## src/rtl/run_ctrl_pkg.sv

```systemverilog
// Shared state encoding and parameter sanity checks for run_ctrl.
package run_ctrl_pkg;

  typedef enum logic [1:0] {
    ST_HOLD   = 2'd0,
    ST_RUN    = 2'd1,
    ST_END    = 2'd2,
    ST_FINISH = 2'd3
  } state_t;

  // True when every length is >=1 and both lengths fit the counter width.
  function automatic bit params_ok(input int rst_cycles, input int run_cycles,
                                   input int num_runs, input int cnt_w);
    longint lim;
    if (rst_cycles < 1 || run_cycles < 1 || num_runs < 1 || cnt_w < 1 || cnt_w > 62)
      return 1'b0;
    lim = longint'(1) << cnt_w;
    return (lim > longint'(rst_cycles)) && (lim > longint'(run_cycles));
  endfunction

endpackage

```

## src/rtl/run_ctrl_cyc_counter.sv

```systemverilog
// cyc_counter: W-bit up-counter with synchronous clear, enable and terminal-count flag.
// Counting stops at the terminal value, so the counter never wraps.
module cyc_counter #(
  parameter int W = 16
) (
  input  logic         i_clk,
  input  logic         i_rst_n,
  input  logic         i_clr,
  input  logic         i_en,
  input  logic [W-1:0] i_tc_val,
  output logic [W-1:0] o_cnt,
  output logic         o_tc
);

  logic [W-1:0] r_cnt;
  logic         w_tc;

  assign w_tc = (r_cnt == i_tc_val);

  always_ff @(posedge i_clk or negedge i_rst_n) begin
    if (!i_rst_n)          r_cnt <= '0;
    else if (i_clr)        r_cnt <= '0;
    else if (i_en && !w_tc) r_cnt <= r_cnt + W'(1);
  end

  assign o_cnt = r_cnt;
  assign o_tc  = w_tc;

endmodule

```

## src/rtl/run_ctrl.sv

```systemverilog
// run_ctrl: core-under-test sequencer (hold reset, run, end pulse, finish), NUM_RUNS runs per start.
// Build option RUN_CTRL_HALT_EN lets i_halt end a run early; otherwise halt is ignored.
//
//  state  | meaning
//  HOLD   | cpu_reset asserted for RST_CYCLES cycles
//  RUN    | core running, cycle_cnt counting
//  END    | one-cycle done pulse, cycle_cnt frozen
//  FINISH | all runs complete, waiting for start
module run_ctrl
  import run_ctrl_pkg::*;
#(
  parameter  int RST_CYCLES = 5,
  parameter  int RUN_CYCLES = 500,
  parameter  int NUM_RUNS   = 1,
  parameter  int CNT_W      = 16,
  localparam int IDX_W      = $clog2(NUM_RUNS) + 1
) (
  input  logic             i_clk,
  input  logic             i_rst_n,
  input  logic             i_start,
  input  logic             i_halt,
  output logic             o_cpu_reset,
  output logic             o_running,
  output logic [IDX_W-1:0] o_run_idx,
  output logic [CNT_W-1:0] o_cycle_cnt,
  output logic             o_done,
  output logic             o_timeout,
  output logic             o_finished
);

  localparam logic [IDX_W-1:0] LAST_IDX = IDX_W'(NUM_RUNS - 1);
  localparam logic [CNT_W-1:0] HOLD_TC  = CNT_W'(RST_CYCLES - 1);
  localparam logic [CNT_W-1:0] RUN_TC   = CNT_W'(RUN_CYCLES - 1);
`ifdef RUN_CTRL_HALT_EN
  localparam logic HALT_EN = 1'b1;
`else
  localparam logic HALT_EN = 1'b0;
`endif

  if (!params_ok(RST_CYCLES, RUN_CYCLES, NUM_RUNS, CNT_W)) begin : g_param_err
    $error("run_ctrl: invalid RST_CYCLES/RUN_CYCLES/NUM_RUNS/CNT_W");
  end

  state_t           r_state, w_next;
  logic [IDX_W-1:0] r_run_idx;
  logic             r_timeout;
  logic             w_halt;
  logic             w_hold_clr, w_hold_en, w_hold_tc;
  logic             w_run_clr, w_run_en, w_run_tc;
  logic             w_to_ld, w_to_val, w_idx_inc, w_idx_clr;
  logic [CNT_W-1:0] w_run_cnt;
  logic [CNT_W-1:0] w_hold_cnt_unused;

  assign w_halt = i_halt & HALT_EN;

  cyc_counter #(.W(CNT_W)) u_hold_cnt (
    .i_clk    (i_clk),
    .i_rst_n  (i_rst_n),
    .i_clr    (w_hold_clr),
    .i_en     (w_hold_en),
    .i_tc_val (HOLD_TC),
    .o_cnt    (w_hold_cnt_unused),
    .o_tc     (w_hold_tc)
  );

  cyc_counter #(.W(CNT_W)) u_run_cnt (
    .i_clk    (i_clk),
    .i_rst_n  (i_rst_n),
    .i_clr    (w_run_clr),
    .i_en     (w_run_en),
    .i_tc_val (RUN_TC),
    .o_cnt    (w_run_cnt),
    .o_tc     (w_run_tc)
  );

  always_ff @(posedge i_clk or negedge i_rst_n) begin
    if (!i_rst_n) begin
      r_state   <= ST_HOLD;
      r_run_idx <= '0;
      r_timeout <= 1'b0;
    end else begin
      r_state <= w_next;
      if (w_idx_clr)      r_run_idx <= '0;
      else if (w_idx_inc) r_run_idx <= r_run_idx + IDX_W'(1);
      if (w_to_ld)        r_timeout <= w_to_val;
    end
  end

  always_comb begin
    w_next    = r_state;
    w_hold_en = 1'b0;
    w_run_en  = 1'b0;
    w_to_ld   = 1'b0;
    w_to_val  = 1'b0;
    w_idx_inc = 1'b0;
    w_idx_clr = 1'b0;
    case (r_state)
      ST_HOLD: begin
        w_hold_en = 1'b1;
        if (w_hold_tc) w_next = ST_RUN;
      end
      ST_RUN: begin
        // halt takes priority over exhaustion when both land on the same cycle
        if (w_halt || w_run_tc) begin
          w_next   = ST_END;
          w_to_ld  = 1'b1;
          w_to_val = !w_halt;
        end else begin
          w_run_en = 1'b1;
        end
      end
      ST_END: begin
        if (r_run_idx == LAST_IDX) begin
          w_next = ST_FINISH;
        end else begin
          w_next    = ST_HOLD;
          w_idx_inc = 1'b1;
        end
      end
      ST_FINISH: begin
        if (i_start) begin
          w_next    = ST_HOLD;
          w_idx_clr = 1'b1;
          w_to_ld   = 1'b1;
        end
      end
      default: w_next = ST_HOLD;
    endcase
    w_hold_clr = (r_state != ST_HOLD);
    // clear on the edge into HOLD so cycle_cnt reads 0 from the first HOLD cycle
    w_run_clr  = (w_next == ST_HOLD) && (r_state != ST_HOLD);
  end

  assign o_cpu_reset = (r_state != ST_RUN);
  assign o_running   = (r_state == ST_RUN);
  assign o_done      = (r_state == ST_END);
  assign o_finished  = (r_state == ST_FINISH);
  assign o_run_idx   = r_run_idx;
  assign o_cycle_cnt = w_run_cnt;
  assign o_timeout   = r_timeout;

endmodule

```

## config.mk

```make
export PLATFORM = sky130hd
export DESIGN_NAME = run_ctrl
export DESIGN_NICKNAME = d
export VERILOG_FILES = /design/src/rtl/run_ctrl_pkg.sv /design/src/rtl/run_ctrl_cyc_counter.sv /design/src/rtl/run_ctrl.sv
export SDC_FILE = /design/constraint.sdc
export NUM_CORES = 1
export LEC_CHECK = 0
export ABC_AREA = 1
export ABC_CLOCK_PERIOD_IN_PS = 1600
export CAP_MARGIN = 30
export CORE_MARGIN = 3
export CORE_UTILIZATION = 35
export DETAILED_ROUTE_END_ITERATION = 6
export DONT_BUFFER_PORTS = 1
export PLACE_DENSITY = 0.59
export SLEW_MARGIN = 0
export SYNTH_ARGS = -nofsm -noshare
export SYNTH_HDL_FRONTEND = slang
export SYNTH_SLANG_ARGS = --single-unit
```

## constraint.sdc

```tcl
create_clock -name i_clk -period 1.6 [get_ports i_clk]
set_input_delay 0.32 -clock i_clk [delete_from_list [all_inputs] [get_ports i_clk]]
set_output_delay 0.32 -clock i_clk [all_outputs]
set_load 0.02 [all_outputs]
```

==> flow_metrics.tcl <==
set metrics [dict create \
    run_status "completed" \
    finalHoldViolCount 0 \
    yosysWarningCount 0 \
    power.ir.vdd_worst_mv 0.711 \
    static-leakage-power_nw 1.37 \
    final_setup_violations 0 \
    critical-path-top-cell-by-count "nand2_1" \
    post_drt_wl_per_cell_um 13.0 \
    final_layout_size_suffix_gt1_frac 0.222 \
    gp_congestion 0.845 \
    worst_pin_slew_ns 0.585 \
    initial_utilization 0.374 \
    timing.rr.start "u_hold_cnt.o_cnt[1]" \
    synth_seq_cells 36 \
    post_synth_main_area_contributors "dfrtp_1, nand2_1, inv_1" \
    reg2reg_to "u_hold_cnt.o_cnt[14]" \
    worst-path-max-fanout 4 \
    placeableCoreArea_um2 6100 \
    critical_path.startpoint "u_hold_cnt.o_cnt[1]" \
    grt_antenna_before_repair 0 \
    width_of_the_chip_um 86.7 \
    syn_avg_cell_area_um2 7.18 \
    synth_sequential_area_ratio 0.396 \
    tritoncts_num_sinks 36 \
    numPortBuffers 0 \
    io-pin-count 26 \
    crit_required_ns 1.79 \
    mostFrequentLayoutCells "nand2_1, inv_1, dfrtp_1" \
    cts_tree "done" \
    n_antenna_cell 0 \
    vertical_extent_of_the_die_um 86.7 \
    totalNegativeSetupSlack_ns 0 \
    synth-xor-area-share 0.00385 \
    worst-r2r-setup-slack_ns 0.07 \
    yosys-mux-area-fraction 0 \
    cp_endpoint_kind "flop" \
    critical_path.max_stage_delay_ns 0.37 \
    drcViolationCount 0 \
    leading_cell_type_in_the_layout_fill_and_taps_excluded "nand2_1" \
    worst_setup_path_class "reg -> reg" \
    total_overflow_reported_by_the_global_router 0 \
    grt_pass1_vias 2085 \
    slew_headroom 0.610 \
    viasPerCell 5.05 \
    ys_types 29 \
    detailedRoute.firstPassIterationCount 4 \
    synth-compound-area-share 0.0901 \
    powerDensity_nw_per_um2 1230 \
    grt_first_pass_wirelength_um 9520 \
    synth_simple_gate_area_share 0.397 \
    r2r_cells 8 \
    rows 28 \
    route.antenna.remaining_nets 0 \
    cts.root.buffer_cell "clkbuf_8" \
    netlist_instances 317 \
    max_freq_ghz 0.655 \
    largest_family_of_logic_cells_by_synthesized_area "simple AND/OR/NAND/NOR gates" \
    drv_slew 0 \
    total_power_mw 3.41 \
    worst_setup_hold_path_clk_slew_ns 0.07 \
    grt_max_degree 37 \
    fin_nets 366 \
    critPathArrivalTime_ns 1.71 \
    worst_clock_skew_ns 0.00972 \
    numPlacedInstances 415 \
    layout-area-overhead-vs-synth_pct 22.3 \
    postRouteWirelength_um 5650 \
    via_count 2196 \
    synth.largest_area_cell "dfrtp_1" \
    min_path_cells 3 \
    post-route-period-util 0.954 \
    cts_max_level 2 \
    critical_path.slowest_cell "dfrtp_1" \
    synth_adder_area_share 0.0165 \
    fin_cells 435 \
    hold_class "in -> reg" \
    critPathLaunchType "flop" \
    die_area_um2 7510 \
    first_iter_violations 119 \
    detailed_place_hpwl_um 3860 \
    gr-usage-all-layers 0.160 \
    clock_insertion_delay_worst_skew_ns 0.30 \
    finalWorstPathRequiredPeriod_ns 1.53 \
    cts_bufs_inserted 5 \
    max_cap_violations 0 \
    synth_fp_nets 324 \
    cp-endpoint "u_hold_cnt.o_cnt[14]" \
    synth_top_area_frac 0.396 \
    cts-root-to-sink-buffers 2 \
    syn_area_um2 2280 \
    cp_cell_sequence "ha_1 > nand4_1 > nor2_4 > nand2_1 > nand2_1 > o21ai_1 > nand2_1 > inv_1" \
]
area by class of cell:
cell class	instances	area, um^2
Multi-Input combinational cell	233	1230
Tap cell	75	93.8
Inverter	47	176
Sequential cell	36	901
Timing Repair Buffer	36	289
Clock buffer	8	90.1
Fill cell	610	3310
state kept, by name, indices dropped and copies added, names as in the netlist:
| register | count |
|---|---|
| o_run_idx | 1 |
| o_timeout | 1 |
| r_state | 2 |
| u_hold_cnt.o_cnt | 16 |
| u_run_cnt.o_cnt | 16 |
power breakdown:
part / internal, mW / switching, mW / leakage, nW
Sequential: 1.05 / 0.133 / 0.488
Clock: 0.352 / 0.335 / 0.0455
Combinational: 0.626 / 0.919 / 0.839
worst min path at each step:
stage	from	to
2_1_floorplan	i_rst_n	o_run_idx
3_3_place_gp	i_rst_n	u_run_cnt.o_cnt[4]
3_5_place_dp	i_rst_n	u_run_cnt.o_cnt[4]
4_1_cts	i_start	o_timeout
5_1_grt	i_start	o_timeout
6_report	i_start	o_timeout
cell families after synthesis:
family,after synthesis
adders and majority gates,3
AOI/OAI and AO/OA,33
and+or+nand+nor,193
DFF,36
xor gates and xnor gates,1
buffers and inverters,51
metrics by stage:
stage	setup WS (ns)	utilization	hold WS, ns	instance area (um^2)
3_5_place_dp	0.00833	0.415	0.0256	2530
2_1_floorplan	0.0191	-	0.0244	2280
4_1_cts	0.0312	0.438	0.210	2670
6_report	0.0734	0.457	0.217	2780
3_3_place_gp	0.0253	0.415	0.0256	2530
5_1_grt	-0.00998	0.457	0.248	2780
metal layers:
layer | GRT usage | vias up | part of all wire
met5 | 0 | - | 0
met4 | 0.0779 | 0 | 0.020
met3 | 0.0352 | 12 | 0.049
met2 | 0.267 | 46 | 0.49
met1 | 0.194 | 1022 | 0.44
li1 | - | 1116 | -
synthesized netlist by cell type:
master	instances
nand2_1	84
inv_1	46
dfrtp_1	36
nand3_1	32
nor2_1	29
o21ai_0	13
nand4_1	12
nor3_1	12
o21ai_2	9
a21oi_1	7
or2_2	7
nand2_2	5
nor2_2	5
ha_1	3
nor2_4	3
a211oi_1	1
buf_12	1
buf_2	1
buf_4	1
buf_6	1
inv_2	1
nand3_2	1
nand3_4	1
nor3_2	1
nor3b_1	1
o21ai_1	1
o21bai_1	1
o22ai_1	1
xor2_1	1
repair_timing:
| action | in CTS | in global routing |
|---|---|---|
| endpoints found under the setup margin | 1 | 15 |
| pin swaps | 0 | 2 |
| hold endpoints to repair | 36 | 0 |
| gates resized for setup | 1 | 8 |
| cloned | 1 | 2 |
| hold buffers | 2 | 0 |
| setup buffers | 0 | 7 |
critical path, delay by kind of cell (launching register included):
family | cells | cell delay (ns)
DFF | 1 | 0.37
buffers and inverters | 1 | 0.03
adders and majority gates | 1 | 0.21
AOI/OAI and AO/OA | 1 | 0.07
and+or+nand+nor | 5 | 0.74
(Power assumes the default switching activity.)
